===== src/rtl/reg_decoder_scoreboard_pkg.sv =====
// regdec_pkg: shared sizing constants and popcount helper for the register decoder scoreboard
package regdec_pkg;
  localparam int DEF_SEL_W = 5;
  localparam int DEF_N = 2 ** DEF_SEL_W;
  localparam int ZERO_IDX = 0;
  localparam int MAX_SEL_W = 8;
  localparam int MAX_N = 2 ** MAX_SEL_W;
  function automatic logic [MAX_SEL_W:0] popcount(input logic [MAX_N-1:0] v);
    logic [MAX_SEL_W:0] c;
    c = '0;
    for (int i = 0; i < MAX_N; i++) c = c + {{MAX_SEL_W{1'b0}}, v[i]};
    return c;
  endfunction
endpackage


===== src/rtl/reg_decoder_scoreboard_decoder.sv =====
// onehot_decoder: combinational index to one-hot, all zero when disabled
module onehot_decoder #(
  parameter int SEL_W = 5
) (
  input  logic [SEL_W-1:0]      in_i,
  input  logic                  en_i,
  output logic [2**SEL_W-1:0]   out_o
);
  localparam int N = 2 ** SEL_W;
  assign out_o = {{(N-1){1'b0}}, en_i} << in_i;
endmodule


===== src/rtl/reg_decoder_scoreboard.sv =====
// reg_decoder_scoreboard: registered one-hot write decode plus busy-bit scoreboard with issue stall.
// Define SCOREBOARD_BYPASS_EN to let a same-cycle writeback release the stall.
module reg_decoder_scoreboard
  import regdec_pkg::*;
#(
  parameter int SEL_W     = DEF_SEL_W,
  parameter bit ZERO_MASK = 1'b1
) (
  input  logic                  clk_i,
  input  logic                  rst_ni,
  input  logic                  issue_valid_i,
  input  logic [SEL_W-1:0]      issue_rd_i,
  input  logic [SEL_W-1:0]      issue_rs1_i,
  input  logic [SEL_W-1:0]      issue_rs2_i,
  input  logic                  wb_valid_i,
  input  logic [SEL_W-1:0]      wb_sel_i,
  output logic                  stall_o,
  output logic [2**SEL_W-1:0]   we_onehot_o,
  output logic [2**SEL_W-1:0]   busy_o,
  output logic [SEL_W:0]        pending_cnt_o,
  output logic                  wb_err_o
);
  localparam int N = 2 ** SEL_W;
  // clears the hardwired index so it can never be tracked, enabled or flagged
  localparam logic [N-1:0] KEEP = ~({{(N-1){1'b0}}, ZERO_MASK} << ZERO_IDX);
  logic [N-1:0] rd_dec, rs1_dec, rs2_dec, wb_dec, busy_eff;
  logic [N-1:0] busy_q, busy_d, we_q, we_d;
  logic [SEL_W:0] cnt_q, cnt_d;
  logic err_q, err_d, accept;
  onehot_decoder #(.SEL_W(SEL_W)) u_rd  (.in_i(issue_rd_i),  .en_i(issue_valid_i), .out_o(rd_dec));
  onehot_decoder #(.SEL_W(SEL_W)) u_rs1 (.in_i(issue_rs1_i), .en_i(issue_valid_i), .out_o(rs1_dec));
  onehot_decoder #(.SEL_W(SEL_W)) u_rs2 (.in_i(issue_rs2_i), .en_i(issue_valid_i), .out_o(rs2_dec));
  onehot_decoder #(.SEL_W(SEL_W)) u_wb  (.in_i(wb_sel_i),    .en_i(wb_valid_i),    .out_o(wb_dec));
`ifdef SCOREBOARD_BYPASS_EN
  assign busy_eff = busy_q & ~wb_dec;
`else
  assign busy_eff = busy_q;
`endif
  assign stall_o = |(busy_eff & KEEP & (rs1_dec | rs2_dec | rd_dec));
  assign accept  = issue_valid_i & ~stall_o;
  always_comb begin
    busy_d = (busy_q & ~wb_dec) | (rd_dec & KEEP & {N{accept}});
    we_d   = wb_dec & KEEP;
    err_d  = err_q | (|(wb_dec & KEEP & ~busy_q));
    cnt_d  = (SEL_W+1)'(popcount(MAX_N'(busy_d)));
  end
  always_ff @(posedge clk_i or negedge rst_ni) begin
    if (!rst_ni) begin
      busy_q <= '0;
      we_q   <= '0;
      cnt_q  <= '0;
      err_q  <= 1'b0;
    end else begin
      busy_q <= busy_d;
      we_q   <= we_d;
      cnt_q  <= cnt_d;
      err_q  <= err_d;
    end
  end
  assign we_onehot_o   = we_q;
  assign busy_o        = busy_q;
  assign pending_cnt_o = cnt_q;
  assign wb_err_o      = err_q;
endmodule


===== config.mk =====
export PLATFORM = sky130hd
export DESIGN_NAME = reg_decoder_scoreboard
export DESIGN_NICKNAME = d
export VERILOG_FILES = /design/src/rtl/reg_decoder_scoreboard_pkg.sv /design/src/rtl/reg_decoder_scoreboard_decoder.sv /design/src/rtl/reg_decoder_scoreboard.sv
export SDC_FILE = /design/constraint.sdc
export NUM_CORES = 1
export LEC_CHECK = 0
export ABC_CLOCK_PERIOD_IN_PS = 5200
export BUFFER_PORTS_ARGS = -buffer_cell sky130_fd_sc_hd__buf_2
export CORE_ASPECT_RATIO = 0.9
export CORE_MARGIN = 1.5
export CORE_UTILIZATION = 51
export DETAILED_ROUTE_END_ITERATION = 10
export MAX_ROUTING_LAYER = met4
export PLACE_DENSITY = 0.77
export SETUP_SLACK_MARGIN = 0.5
export SYNTH_ARGS = -nofsm -noshare
export SYNTH_HDL_FRONTEND = slang
export SYNTH_HIERARCHICAL = 1
export SYNTH_SLANG_ARGS = --single-unit

===== constraint.sdc =====
create_clock -name clk_i -period 5.2 [get_ports clk_i]
set_input_delay 0.26 -clock clk_i [delete_from_list [all_inputs] [get_ports clk_i]]
set_output_delay 0.26 -clock clk_i [all_outputs]
set_load 0.05 [all_outputs]

==> flow_summary.html <==
<table>
<tr><th>Metric</th><th>Value</th></tr>
<tr><th colspan="2">Run status</th></tr>
<tr><td>Violated checks</td><td>negative setup slack</td></tr>
<tr><td>Status</td><td>complete, but fails checks</td></tr>
<tr><th colspan="2">Power and ir drop</th></tr>
<tr><td>Combinational share of power</td><td>between 70% and 80%</td></tr>
<tr><td>Switching share of power</td><td>a little under half</td></tr>
<tr><td>Total power density per cell area</td><td>between 600 and 700 nW/um^2</td></tr>
<tr><td>Portion of total power attributed to sequential cells</td><td>a little over an eighth</td></tr>
<tr><td>Leakage power</td><td>a little over 4 nW</td></tr>
<tr><td>Maximum VDD drop</td><td>roughly 2.8 mV</td></tr>
<tr><td>Net Sw Power</td><td>between 2 and 3 mW</td></tr>
<tr><td>Power Internal</td><td>between 3 and 4 mW</td></tr>
<tr><td>Total power</td><td>approximately 5.6 mW</td></tr>
<tr><td>Clock share of power</td><td>under 10%</td></tr>
<tr><th colspan="2">Synthesis</th></tr>
<tr><td>Post-synthesis cell area</td><td>4930 sq um</td></tr>
<tr><td>Synthesized instance count</td><td>~520</td></tr>
<tr><td>Number of warnings reported in the yosys synthesis log</td><td>6</td></tr>
<tr><td>Mean Syn Cell Area</td><td>between 9 and 10 sq um</td></tr>
<tr><td>Number of nets in the synthesized netlist</td><td>around 580</td></tr>
<tr><th colspan="2">Clock tree</th></tr>
<tr><td>Post-cts hold buffer count</td><td>0</td></tr>
<tr><td>Skew-Pair Late Insertion Delay</td><td>roughly 0.37 ns</td></tr>
<tr><td>Root buffer cell</td><td>sky130_fd_sc_hd__clkbuf_8</td></tr>
<tr><td>Clock sinks</td><td>70</td></tr>
<tr><td>TritonCTS clock tree</td><td>built</td></tr>
<tr><td>CTS H-tree depth</td><td>3</td></tr>
<tr><td>Clock buffer count from CTS</td><td>9</td></tr>
<tr><td>Clock-pin slew on the worst setup and hold paths</td><td>0.08 ns</td></tr>
<tr><td>Buffer levels on the longest clock path</td><td>2</td></tr>
<tr><th colspan="2">Global route</th></tr>
<tr><td>Number of antenna violations at the first check in global routing</td><td>0</td></tr>
<tr><td>First-pass GRT wire length</td><td>roughly 34 mm</td></tr>
<tr><td>Total gr overflow</td><td>0</td></tr>
<tr><td>Overall routing resource usage</td><td>a little under half</td></tr>
<tr><td>Pin count of the biggest net entering global routing</td><td>71</td></tr>
<tr><td>Vias in the first global route</td><td>about 5800</td></tr>
<tr><th colspan="2">STA</th></tr>
<tr><td>Setup TNS after final layout</td><td>-6.60 ns</td></tr>
<tr><td>Final Slew Violations</td><td>0</td></tr>
<tr><td>Final critical-path required period</td><td>around 6.5 ns</td></tr>
<tr><td>Final period utilization</td><td>125%</td></tr>
<tr><td>Largest clock skew in the final design</td><td>about 0.0083 ns</td></tr>
<tr><td>Worst slew margin relative to its limit</td><td>roughly 39%</td></tr>
<tr><td>Number of failing hold endpoints at the final stage</td><td>0</td></tr>
<tr><td>Worst hold slack after final layout</td><td>approximately 0.099 ns</td></tr>
<tr><td>Fmax</td><td>roughly 0.15 GHz</td></tr>
<tr><td>Unrepaired setup endpoints after global routing</td><td>yes</td></tr>
<tr><td>Post-route setup slack</td><td>-1.31 ns</td></tr>
<tr><td>Total setup violations reported at the end of the flow</td><td>6</td></tr>
<tr><td>Transition at the pin with the smallest max-transition slack</td><td>roughly 0.9 ns</td></tr>
<tr><th colspan="2">Placed design</th></tr>
<tr><td>Estimated wirelength of the detail-placed design</td><td>~17 mm</td></tr>
<tr><td>Count of port buffers added during placement</td><td>94</td></tr>
<tr><td>Area post-placement</td><td>~7000 sq um</td></tr>
<tr><td>Placement Setup Slack</td><td>-1.53 ns</td></tr>
<tr><td>Final GP Congestion</td><td>roughly 1.0</td></tr>
<tr><td>Total instance count after detailed placement</td><td>roughly 910</td></tr>
<tr><th colspan="2">Finish</th></tr>
<tr><td>Share of the core filled with cells</td><td>roughly 88%</td></tr>
<tr><td>Fraction of layout instances using a drive strength above 1</td><td>53.3%</td></tr>
<tr><td>Summed area of non-filler cells in the final layout</td><td>roughly 8100 sq um</td></tr>
<tr><td>Non-filler cells, final</td><td>972</td></tr>
<tr><td>Number of antenna diodes</td><td>0</td></tr>
<tr><td>Most frequent standard cell in the layout excluding fill and tap cells</td><td>sky130_fd_sc_hd__buf_4</td></tr>
<tr><td>Most used cells in the layout excluding fill and tap cells</td><td>219 x sky130_fd_sc_hd__buf_4, 118 x sky130_fd_sc_hd__nor2_1, 84 x sky130_fd_sc_hd__buf_2</td></tr>
<tr><td>P&amp;R area growth vs syn</td><td>65.1%</td></tr>
<tr><td>NumNets Final</td><td>900</td></tr>
<tr><th colspan="2">Setup path</th></tr>
<tr><td>Startpoint-to-endpoint class of the critical path</td><td>input pin to flip-flop</td></tr>
<tr><td>Maximum fanout along the worst path</td><td>6</td></tr>
<tr><td>Startpoint Class</td><td>input pin</td></tr>
<tr><td>Endpoint kind of the worst setup timing path</td><td>flip-flop</td></tr>
<tr><td>Critical Path RT</td><td>between 5 and 6 ns</td></tr>
<tr><td>Data arrival time of the critical path</td><td>6.76 ns</td></tr>
<tr><th colspan="2">Floorplan</th></tr>
<tr><td>I/O pins</td><td>96</td></tr>
<tr><td>Initial core utilization</td><td>about 53%</td></tr>
<tr><td>Count of standard-cell rows</td><td>33</td></tr>
<tr><td>Die area</td><td>a little over 10000 sq um</td></tr>
<tr><td>Width of the die</td><td>107 um</td></tr>
<tr><td>Area of the core</td><td>just over 9000 sq um</td></tr>
<tr><td>Vertical die dimension</td><td>a little under 100 um</td></tr>
<tr><th colspan="2">Job</th></tr>
<tr><td>Max-capacitance violation count</td><td>0</td></tr>
<tr><th colspan="2">Routing</th></tr>
<tr><td>First DRT Iteration DRCs</td><td>roughly 1300</td></tr>
<tr><td>Routed wirelength normalized by instance count</td><td>around 27 um</td></tr>
<tr><td>Final routed DRC violation total</td><td>0</td></tr>
<tr><td>Total wire length</td><td>26.2 mm</td></tr>
<tr><td>Avg Vias per Cell</td><td>approximately 6.7</td></tr>
<tr><td>Number of nets with antenna violations after detailed routing</td><td>0</td></tr>
<tr><td>Total vias in the final route</td><td>6500</td></tr>
<tr><td>Detailed Routing Iterations Pass 1</td><td>10</td></tr>
<tr><th colspan="2">Worst hold path</th></tr>
<tr><td>Tightest Hold Check Type</td><td>input pin to asynchronous set/reset pin</td></tr>
</table>
-- power by group through the flow --
stage	clock, mW	sequential, mW	combinational, mW
after floorplan	0	0.971	1.83
after global placement	0	0.721	3.12
after detailed placement	0	0.722	3.34
after CTS	0.443	0.715	3.82
after global routing	0.473	0.729	4.70
final	0.453	0.729	4.43
-- critical path: stages --
cell	delay, ns
sky130_fd_sc_hd__buf_4	0.17
sky130_fd_sc_hd__buf_4	0.15
sky130_fd_sc_hd__or4b_4	0.14
sky130_fd_sc_hd__nor2_1	0.08
sky130_fd_sc_hd__o31ai_2	0.42
sky130_fd_sc_hd__o2111ai_4	0.29
sky130_fd_sc_hd__or4_4	0.70
sky130_fd_sc_hd__o31a_1	0.40
sky130_fd_sc_hd__fa_1	0.61
sky130_fd_sc_hd__fa_1	0.44
sky130_fd_sc_hd__inv_1	0.12
sky130_fd_sc_hd__fa_2	0.46
sky130_fd_sc_hd__fa_1	0.50
sky130_fd_sc_hd__fa_1	0.50
sky130_fd_sc_hd__inv_1	0.05
sky130_fd_sc_hd__fa_1	0.44
sky130_fd_sc_hd__inv_2	0.08
sky130_fd_sc_hd__ha_4	0.13
sky130_fd_sc_hd__inv_2	0.05
sky130_fd_sc_hd__fa_2	0.36
sky130_fd_sc_hd__inv_2	0.08
sky130_fd_sc_hd__a21o_1	0.13
sky130_fd_sc_hd__a21oi_2	0.06
sky130_fd_sc_hd__xnor2_1	0.12
-- routing by layer --
metal | track usage (%) | share of wire, % | vias to the layer above
met5 | - | 0 | -
met4 | 22.1 | 9.2 | 0
met3 | 12.7 | 16 | 278
met2 | 71.1 | 41 | 727
met1 | 60.6 | 34 | 3030
li1 | - | - | 2465
-- flip-flops by register name (all words and copies together), names as in the netlist --
name,flops
we_onehot_o,31
busy_o,32
pending_cnt_o,6
wb_err_o,1
-- cell type report --
type / count / area [sq um]
timing repair buffer: 334 / 2520
multi-input combinational: 379 / 3330
clock inverter: 6 / 61.3
sequential: 70 / 1750
inverter: 51 / 191
fill: 446 / 1110
tap: 122 / 153
clock buffer: 10 / 128
-- final timing paths --
check                         startpoint                to  slack [ns]  cells past startpoint
max                        issue_rd_i[4]  pending_cnt_o[4]       -1.31                     24
min                               rst_ni    we_onehot_o[4]         0.1                      2
max reg2reg                   busy_o[13]  pending_cnt_o[4]       -1.09                     20
min reg2reg                     wb_err_o          wb_err_o        0.58                      2
max in group asynchronous         rst_ni    we_onehot_o[7]        4.51                      2
min in group clk_i           wb_sel_i[4]    we_onehot_o[4]        0.38                      4
-- what timing repair did --
item / CTS / global route
pin swaps: 36 / 16
resized for setup: 80 / 44
setup buffers: 34 / 9
endpoints found under the setup margin: 6 / 6
cloned: 6 / 0
Note: power is estimated with default switching activity, not from simulation.
